$ cat config.mk
export PLATFORM = sky130hd
export DESIGN_NAME = pucch_alpha_seq_generator
export DESIGN_NICKNAME = d
export VERILOG_FILES = /design/src/rtl/pucch_alpha_seq_generator.sv
export SDC_FILE = /design/constraint.sdc
export NUM_CORES = 1
export LEC_CHECK = 0
export ABC_AREA = 1
export CAP_MARGIN = 20
export CORE_UTILIZATION = 50
export CTS_CLUSTER_SIZE = 16
export DETAILED_ROUTE_END_ITERATION = 12
export HOLD_SLACK_MARGIN = 0.1
export PLACE_DENSITY = 0.71
export REMOVE_ABC_BUFFERS = 1
export SETUP_SLACK_MARGIN = 0.05
export SYNTH_ARGS = -nofsm -noshare
export SYNTH_HDL_FRONTEND = slang
export SYNTH_SLANG_ARGS = --single-unit
export TNS_END_PERCENT = 10
$ cat constraint.sdc
create_clock -name clk -period 11.1 [get_ports clk]
set_clock_uncertainty 0.2 [all_clocks]
set_input_delay 2.22 -clock clk [delete_from_list [all_inputs] [get_ports clk]]
set_output_delay 2.22 -clock clk [all_outputs]
set_load 0.03 [all_outputs]
$ cat src/rtl/pucch_alpha_seq_generator.sv
// rtl/pucch_alpha_seq_generator.sv - PUCCH per-symbol cyclic-shift (alpha) generator with Gold-sequence engine
module pucch_alpha_seq_generator #(
    parameter int NUM_SC  = 12,
    parameter int ALPHA_W = 4,
    parameter int STEP    = 1
) (
    input  logic               clk,
    input  logic               rst,
    input  logic               i_start,
    input  logic               i_ext_cp,
    input  logic [3:0]         i_m0,
    input  logic [3:0]         i_mcs,
    input  logic [5:0]         i_mint,
    input  logic [7:0]         i_nslot,
    input  logic [9:0]         i_nid,
    input  logic [3:0]         i_start_symb,
    input  logic [3:0]         i_num_symb,
    input  logic               i_ready,
    output logic               o_busy,
    output logic [ALPHA_W-1:0] o_alpha,
    output logic [3:0]         o_symb,
    output logic               o_valid,
    output logic               o_last,
    output logic               o_done,
    output logic               o_err
);
    localparam logic [4:0]  NSC5     = 5'(NUM_SC);
    localparam logic [8:0]  NSC9     = 9'(NUM_SC);
    localparam logic [15:0] STEP16   = 16'(STEP);
    localparam logic [3:0]  GEN_LAST = 4'(8 / STEP - 1);

    typedef enum logic [2:0] {IDLE, SKIP, GEN, MOD, OUT} state_t;

    state_t             state_q, state_d;
    logic [30:0]        x1_q, x1_d, x2_q, x2_d, x1_adv, x2_adv;
    logic [STEP-1:0]    c_bits;
    logic [15:0]        skip_q, skip_d, skip_init;
    logic [3:0]         gen_cnt_q, gen_cnt_d;
    logic [7:0]         ncs_q, ncs_d;
    logic [3:0]         m0_q, m0_d, mcs_q, mcs_d, last_symb_q, last_symb_d;
    logic [5:0]         mint_q, mint_d;
    logic [ALPHA_W-1:0] alpha_d;
    logic [3:0]         symb_d;
    logic               valid_d, last_d, busy_d, done_d, err_d;
    logic [4:0]         nsymb;
    logic [7:0]         nslot_max;
    logic               cfg_bad;
    logic [11:0]        sym_idx;
    logic [8:0]         sum;

    always_comb begin
        nsymb     = i_ext_cp ? 5'd12 : 5'd14;
        nslot_max = i_ext_cp ? 8'd39 : 8'd159;
        cfg_bad   = (i_num_symb == 4'd0)
                 || (({1'b0, i_start_symb} + {1'b0, i_num_symb}) > nsymb)
                 || ({1'b0, i_m0} >= NSC5) || ({1'b0, i_mcs} >= NSC5)
                 || (i_nslot > nslot_max);
        // bits to discard: 1600 warm-up plus 8 per preceding symbol in the frame
        sym_idx   = {7'd0, nsymb} * {4'd0, i_nslot} + {8'd0, i_start_symb};
        skip_init = 16'd1600 + {1'b0, sym_idx, 3'b000};
    end

    // unrolled Gold-sequence advance; c_bits[0] is the oldest bit of this step
    always_comb begin
        x1_adv = x1_q;
        x2_adv = x2_q;
        c_bits = '0;
        for (int j = 0; j < STEP; j++) begin
            c_bits[j] = x1_adv[0] ^ x2_adv[0];
            x1_adv    = {x1_adv[3] ^ x1_adv[0], x1_adv[30:1]};
            x2_adv    = {x2_adv[3] ^ x2_adv[2] ^ x2_adv[1] ^ x2_adv[0], x2_adv[30:1]};
        end
    end

    assign sum = {5'd0, m0_q} + {5'd0, mcs_q} + {3'd0, mint_q} + {1'b0, ncs_q};

    always_comb begin
        state_d     = state_q;
        x1_d        = x1_q;
        x2_d        = x2_q;
        skip_d      = skip_q;
        gen_cnt_d   = gen_cnt_q;
        ncs_d       = ncs_q;
        m0_d        = m0_q;
        mcs_d       = mcs_q;
        mint_d      = mint_q;
        last_symb_d = last_symb_q;
        alpha_d     = o_alpha;
        symb_d      = o_symb;
        valid_d     = o_valid;
        last_d      = o_last;
        busy_d      = o_busy;
        done_d      = 1'b0;
        err_d       = 1'b0;
        if (i_start) begin
            // a start in any state abandons the running occasion without o_done
            alpha_d = '0;
            symb_d  = 4'd0;
            valid_d = 1'b0;
            last_d  = 1'b0;
            if (cfg_bad) begin
                err_d   = 1'b1;
                busy_d  = 1'b0;
                state_d = IDLE;
            end else begin
                x1_d        = 31'd1;
                x2_d        = {21'd0, i_nid};
                skip_d      = skip_init;
                m0_d        = i_m0;
                mcs_d       = i_mcs;
                mint_d      = i_mint;
                symb_d      = i_start_symb;
                last_symb_d = i_start_symb + i_num_symb - 4'd1;
                busy_d      = 1'b1;
                state_d     = SKIP;
            end
        end else begin
            case (state_q)
                SKIP: begin
                    x1_d   = x1_adv;
                    x2_d   = x2_adv;
                    skip_d = skip_q - STEP16;
                    if (skip_q == STEP16) begin
                        gen_cnt_d = 4'd0;
                        state_d   = GEN;
                    end
                end
                GEN: begin
                    x1_d      = x1_adv;
                    x2_d      = x2_adv;
                    ncs_d     = (ncs_q >> STEP) | (8'(c_bits) << (8 - STEP));
                    gen_cnt_d = gen_cnt_q + 4'd1;
                    if (gen_cnt_q == GEN_LAST) state_d = MOD;
                end
                MOD: begin
                    alpha_d = ALPHA_W'(sum % NSC9);
                    valid_d = 1'b1;
                    last_d  = (o_symb == last_symb_q);
                    state_d = OUT;
                end
                OUT: begin
                    if (i_ready) begin
                        valid_d = 1'b0;
                        if (o_last) begin
                            last_d  = 1'b0;
                            busy_d  = 1'b0;
                            done_d  = 1'b1;
                            state_d = IDLE;
                        end else begin
                            symb_d    = o_symb + 4'd1;
                            gen_cnt_d = 4'd0;
                            state_d   = GEN;
                        end
                    end
                end
                default: state_d = IDLE;
            endcase
        end
    end

    always_ff @(posedge clk) begin
        if (rst) begin
            state_q     <= IDLE;
            x1_q        <= '0;
            x2_q        <= '0;
            skip_q      <= '0;
            gen_cnt_q   <= '0;
            ncs_q       <= '0;
            m0_q        <= '0;
            mcs_q       <= '0;
            mint_q      <= '0;
            last_symb_q <= '0;
            o_alpha     <= '0;
            o_symb      <= '0;
            o_valid     <= 1'b0;
            o_last      <= 1'b0;
            o_busy      <= 1'b0;
            o_done      <= 1'b0;
            o_err       <= 1'b0;
        end else begin
            state_q     <= state_d;
            x1_q        <= x1_d;
            x2_q        <= x2_d;
            skip_q      <= skip_d;
            gen_cnt_q   <= gen_cnt_d;
            ncs_q       <= ncs_d;
            m0_q        <= m0_d;
            mcs_q       <= mcs_d;
            mint_q      <= mint_d;
            last_symb_q <= last_symb_d;
            o_alpha     <= alpha_d;
            o_symb      <= symb_d;
            o_valid     <= valid_d;
            o_last      <= last_d;
            o_busy      <= busy_d;
            o_done      <= done_d;
            o_err       <= err_d;
        end
    end
endmodule

==> summary.txt <==
Synth
  – Distinct cells, synth: just over 40
  – Synth Register Bits: roughly 120
  – Share of the yosys chip area belonging to registers: about a third
  – Syn. warnings: 0
  – Synth top area share: 34.8%
  – Post-Synthesis Cells: between 900 and 1000
  – Asr flop ratio synth: 0%
  – Syn Area/Cell: around 7.4 um2
  – Primary FF master, synth: dfxtp_1
  – Largest area contributor in the netlist: dfxtp_1
  – Post-synth EDFFs: 0
  – Synth area leaders: dfxtp_1 35%, nand2_1 12%, ha_1 11%
  – Mapped cell area: 7140 um2

Detailed routing
  – Drt wl/cell: 12.0 um
  – Drc violations: 0
  – Antenna viol nets, final: 0
  – TritonRoute pass-1 iters: 6
  – Via count: just over 6000
  – Starting DRT DRC Count: slightly below 300
  – Routed WL: about 14000 um
  – Number of vias per cell: 5.10

Global routing
  – Global Route Usage Sum: between 20% and 30%
  – Vias in the first global route: about 5600
  – Initial antenna violation count: 0
  – Largest net degree at the start of global routing: between 60 and 70
  – Congestion Overflow GR: 0
  – First-pass GRT wire length: between 20000 and 30000 um

STA
  – Final hold viol count: 0
  – Fmax: 163 MHz
  – RSZ-0062 raised after global routing: false
  – Final setup viols: 0
  – Post-route setup TNS: 0 ns
  – Pin slew with the least headroom to its limit: just over 0.9 ns
  – Worst slew margin: 38.4%
  – Final min period: a little over 6 ns
  – Tcrit/Tclk final: between 50 and 60%
  – Slew Viols, Final: 0

Setup path
  – R2R setup slack: around 7.2 ns
  – Critical Path RT: approximately 11 ns
  – FF-to-FF Start: ncs_q[1]
  – Critical path origin: i_ext_cp
  – Crit path DAT: 6.30 ns
  – Startpoint types: input pin
  – Crit path max fanout: 8
  – Critical Path End Type: flip-flop
  – Critical Path Sink: skip_q[14]
  – Setup CP Type: input pin to flip-flop
  – Worst reg2reg path endpoint: o_alpha[3]
  – Cells on worst reg2reg path: 26

Die
  – Starting density of the core: between 50% and 60%
  – Die Span Y: about 120 um
  – Num rows: 43
  – Core area: 13900 um2
  – I/O pin count: 58
  – Die ar.: approximately 15000 um2
  – Die Wd: between 100 and 150 um

Clock network
  – # hold bufs at CTS: 0
  – CTS root buffer: clkbuf_16
  – Worst-case clock buffer depth: 2
  – CTS tree: yes
  – CTS resizes: 0
  – Clock transition at path regs: 0.06 ns
  – Clock network latency to the later pin of the worst-skew pair: 0.42 ns
  – H-Tree Depth: 4
  – TritonCTS buffer count: 17
  – CTS Sinks: between 100 and 150
  – Post-CTS Setup Bufs: 0

Finish
  – Antenna Cells: 0
  – Utilization after layout: roughly three fifths
  – Area delta synth->final: 18.2%
  – Share of cells above drive strength 1: 6.46%
  – Final #Nets: 1135

Min path
  – Hold Crit Class: flip-flop to flip-flop

Power and ir drop
  – Clock share of power: 43.1%
  – Int Pwr: about 940 uW
  – Sw frac: 29.7%
  – PD cells: 158 nW/um2
  – Cell leakage power: about 0.0037 uW
  – Seq pwr share: 35.7%
  – Psw: between 300 and 400 uW
  – VDD IR max: roughly 85 uV
  – Logic pwr share: 21.2%

Place
  – HPWL after detailed placement: between 9000 and 10000 um
  – Port Buffers: 57
  – RD Place Congestion: 0.840

Job
  – Max Cap Viol: 0

Run status
  – Status: finished, final reports clean
[critical path, cell delays in order]
cell             delay [ns]
clkdlybuf4s50_1        0.63
inv_1                  0.17
ha_1                   0.24
fa_1                   0.43
ha_1                   0.30
ha_1                   0.29
ha_1                   0.35
a21oi_1                0.17
nand2_1                0.10
nand2_1                0.07
nand2_1                0.05
a21oi_1                0.18
o21ai_0                0.11
a21o_1                 0.18
xor2_1                 0.16
nor2_1                 0.14
nand2_1                0.11
o21ai_0                0.17
nand3_1                0.09
a21oi_1                0.15
[synthesized netlist by cell type, types with 2 or more instances]
cell	n
xor2_1	15
and3_1	2
nor4_1	3
or2_2	4
xnor2_1	12
dfxtp_1	124
a31oi_1	23
nand2_1	221
ha_1	64
o22ai_1	2
nand4_1	7
clkbuf_1	25
inv_2	6
nand3_1	31
nand2_2	7
nor3_1	8
a21oi_1	97
a21o_1	4
inv_1	97
buf_2	10
nor2_2	3
nor2_1	83
nand3_2	4
o21ai_2	3
clkinv_1	3
buf_4	2
o21ai_0	75
fa_1	17
[registers in the layout (all words and copies together), names as in the netlist, 3 cells and up]
| register | count |
|---|---|
| last_symb_q | 4 |
| mint_q | 6 |
| m0_q | 4 |
| o_symb | 4 |
| x1_q | 31 |
| ncs_q | 8 |
| x2_q | 31 |
| skip_q | 16 |
| mcs_q | 4 |
| state_q | 3 |
| o_alpha | 4 |
| gen_cnt_q | 4 |
[power by group through the flow]
stage,clock network [uW],registers [uW],logic [uW]
final,576,477,283
after global routing,607,479,331
after CTS,586,477,285
after detailed placement,0,486,283
after global placement,0,486,279
after floorplan,0,485,204
[layer usage]
layer  share of wire (%)  global-route usage [%]  vias to the layer above
li1                    -                       -                     3249
met2                  47                    34.7                       75
met1                  49                    27.5                     2789
met5                   0                       0                        -
met4                 1.4                    6.10                        0
met3                 3.2                    5.36                       17
[cell type report]
class | instances | area (um2)
Tap cell | 180 | 225
Multi-Input combinational cell | 698 | 4100
Fill cell | 1277 | 5440
Clock inverter | 14 | 185
Inverter | 106 | 398
Clock buffer | 18 | 439
Sequential cell | 124 | 2480
Timing Repair Buffer | 62 | 603
[worst min path at each step]
stage                         from  endpoint  depth (start not counted)
after floorplan           x1_q[10]  x1_q[10]                          2
after global placement    x1_q[28]  x1_q[28]                          2
after detailed placement  x1_q[13]  x1_q[13]                          2
after CTS                 x1_q[29]  x1_q[28]                          2
after global routing      x1_q[16]  x1_q[15]                          2
final                     x1_q[16]  x1_q[15]                          2
[cells in the final DEF (no fill, tap or decap), types with 4 or more instances in the layout]
master,instances
xnor2_1,12
fa_1,17
nand3_2,4
nor3_1,8
a21oi_1,97
clkdlybuf4s50_1,56
dfxtp_1,124
buf_4,5
xor2_1,15
nand2_1,221
a31oi_1,23
a21o_1,4
ha_1,64
nor2_1,83
nand2_2,7
inv_1,97
o21ai_0,75
nand3_1,31
or2_2,4
inv_2,6
clkbuf_16,17
nand4_1,7
[through the flow]
| step | cells | power (uW) | cell area [um2] | worst slack [ns] | hold WS (ns) |
|---|---|---|---|---|---|
| 3_5_place_dp | 1170 | 769 | 7810 | 4.51 | 0.252 |
| 5_1_grt | 1202 | 1420 | 8440 | 4.52 | 0.272 |
| 4_1_cts | 1202 | 1350 | 8440 | 4.95 | 0.260 |
| 2_1_floorplan | 928 | 689 | 6980 | 5.25 | 0.235 |
| 6_report | 1202 | 1340 | 8440 | 4.95 | 0.261 |
| 3_3_place_gp | 1170 | 765 | 7810 | 4.64 | 0.249 |
[cell families (layout without fill, tap and decap cells)]
family / after synthesis / in the layout / share of synthesized area (%)
adders and majority gates: 81 / 81 / 16.0
AOI/OAI and AO/OA: 212 / 212 / 16.0
buffers and inverters: 143 / 200 / 7.80
and+or+nand+nor: 378 / 378 / 22.1
xor gates and xnor gates: 27 / 27 / 3.31
DFF: 124 / 124 / 34.8
Power figures use the tool's default switching activity.
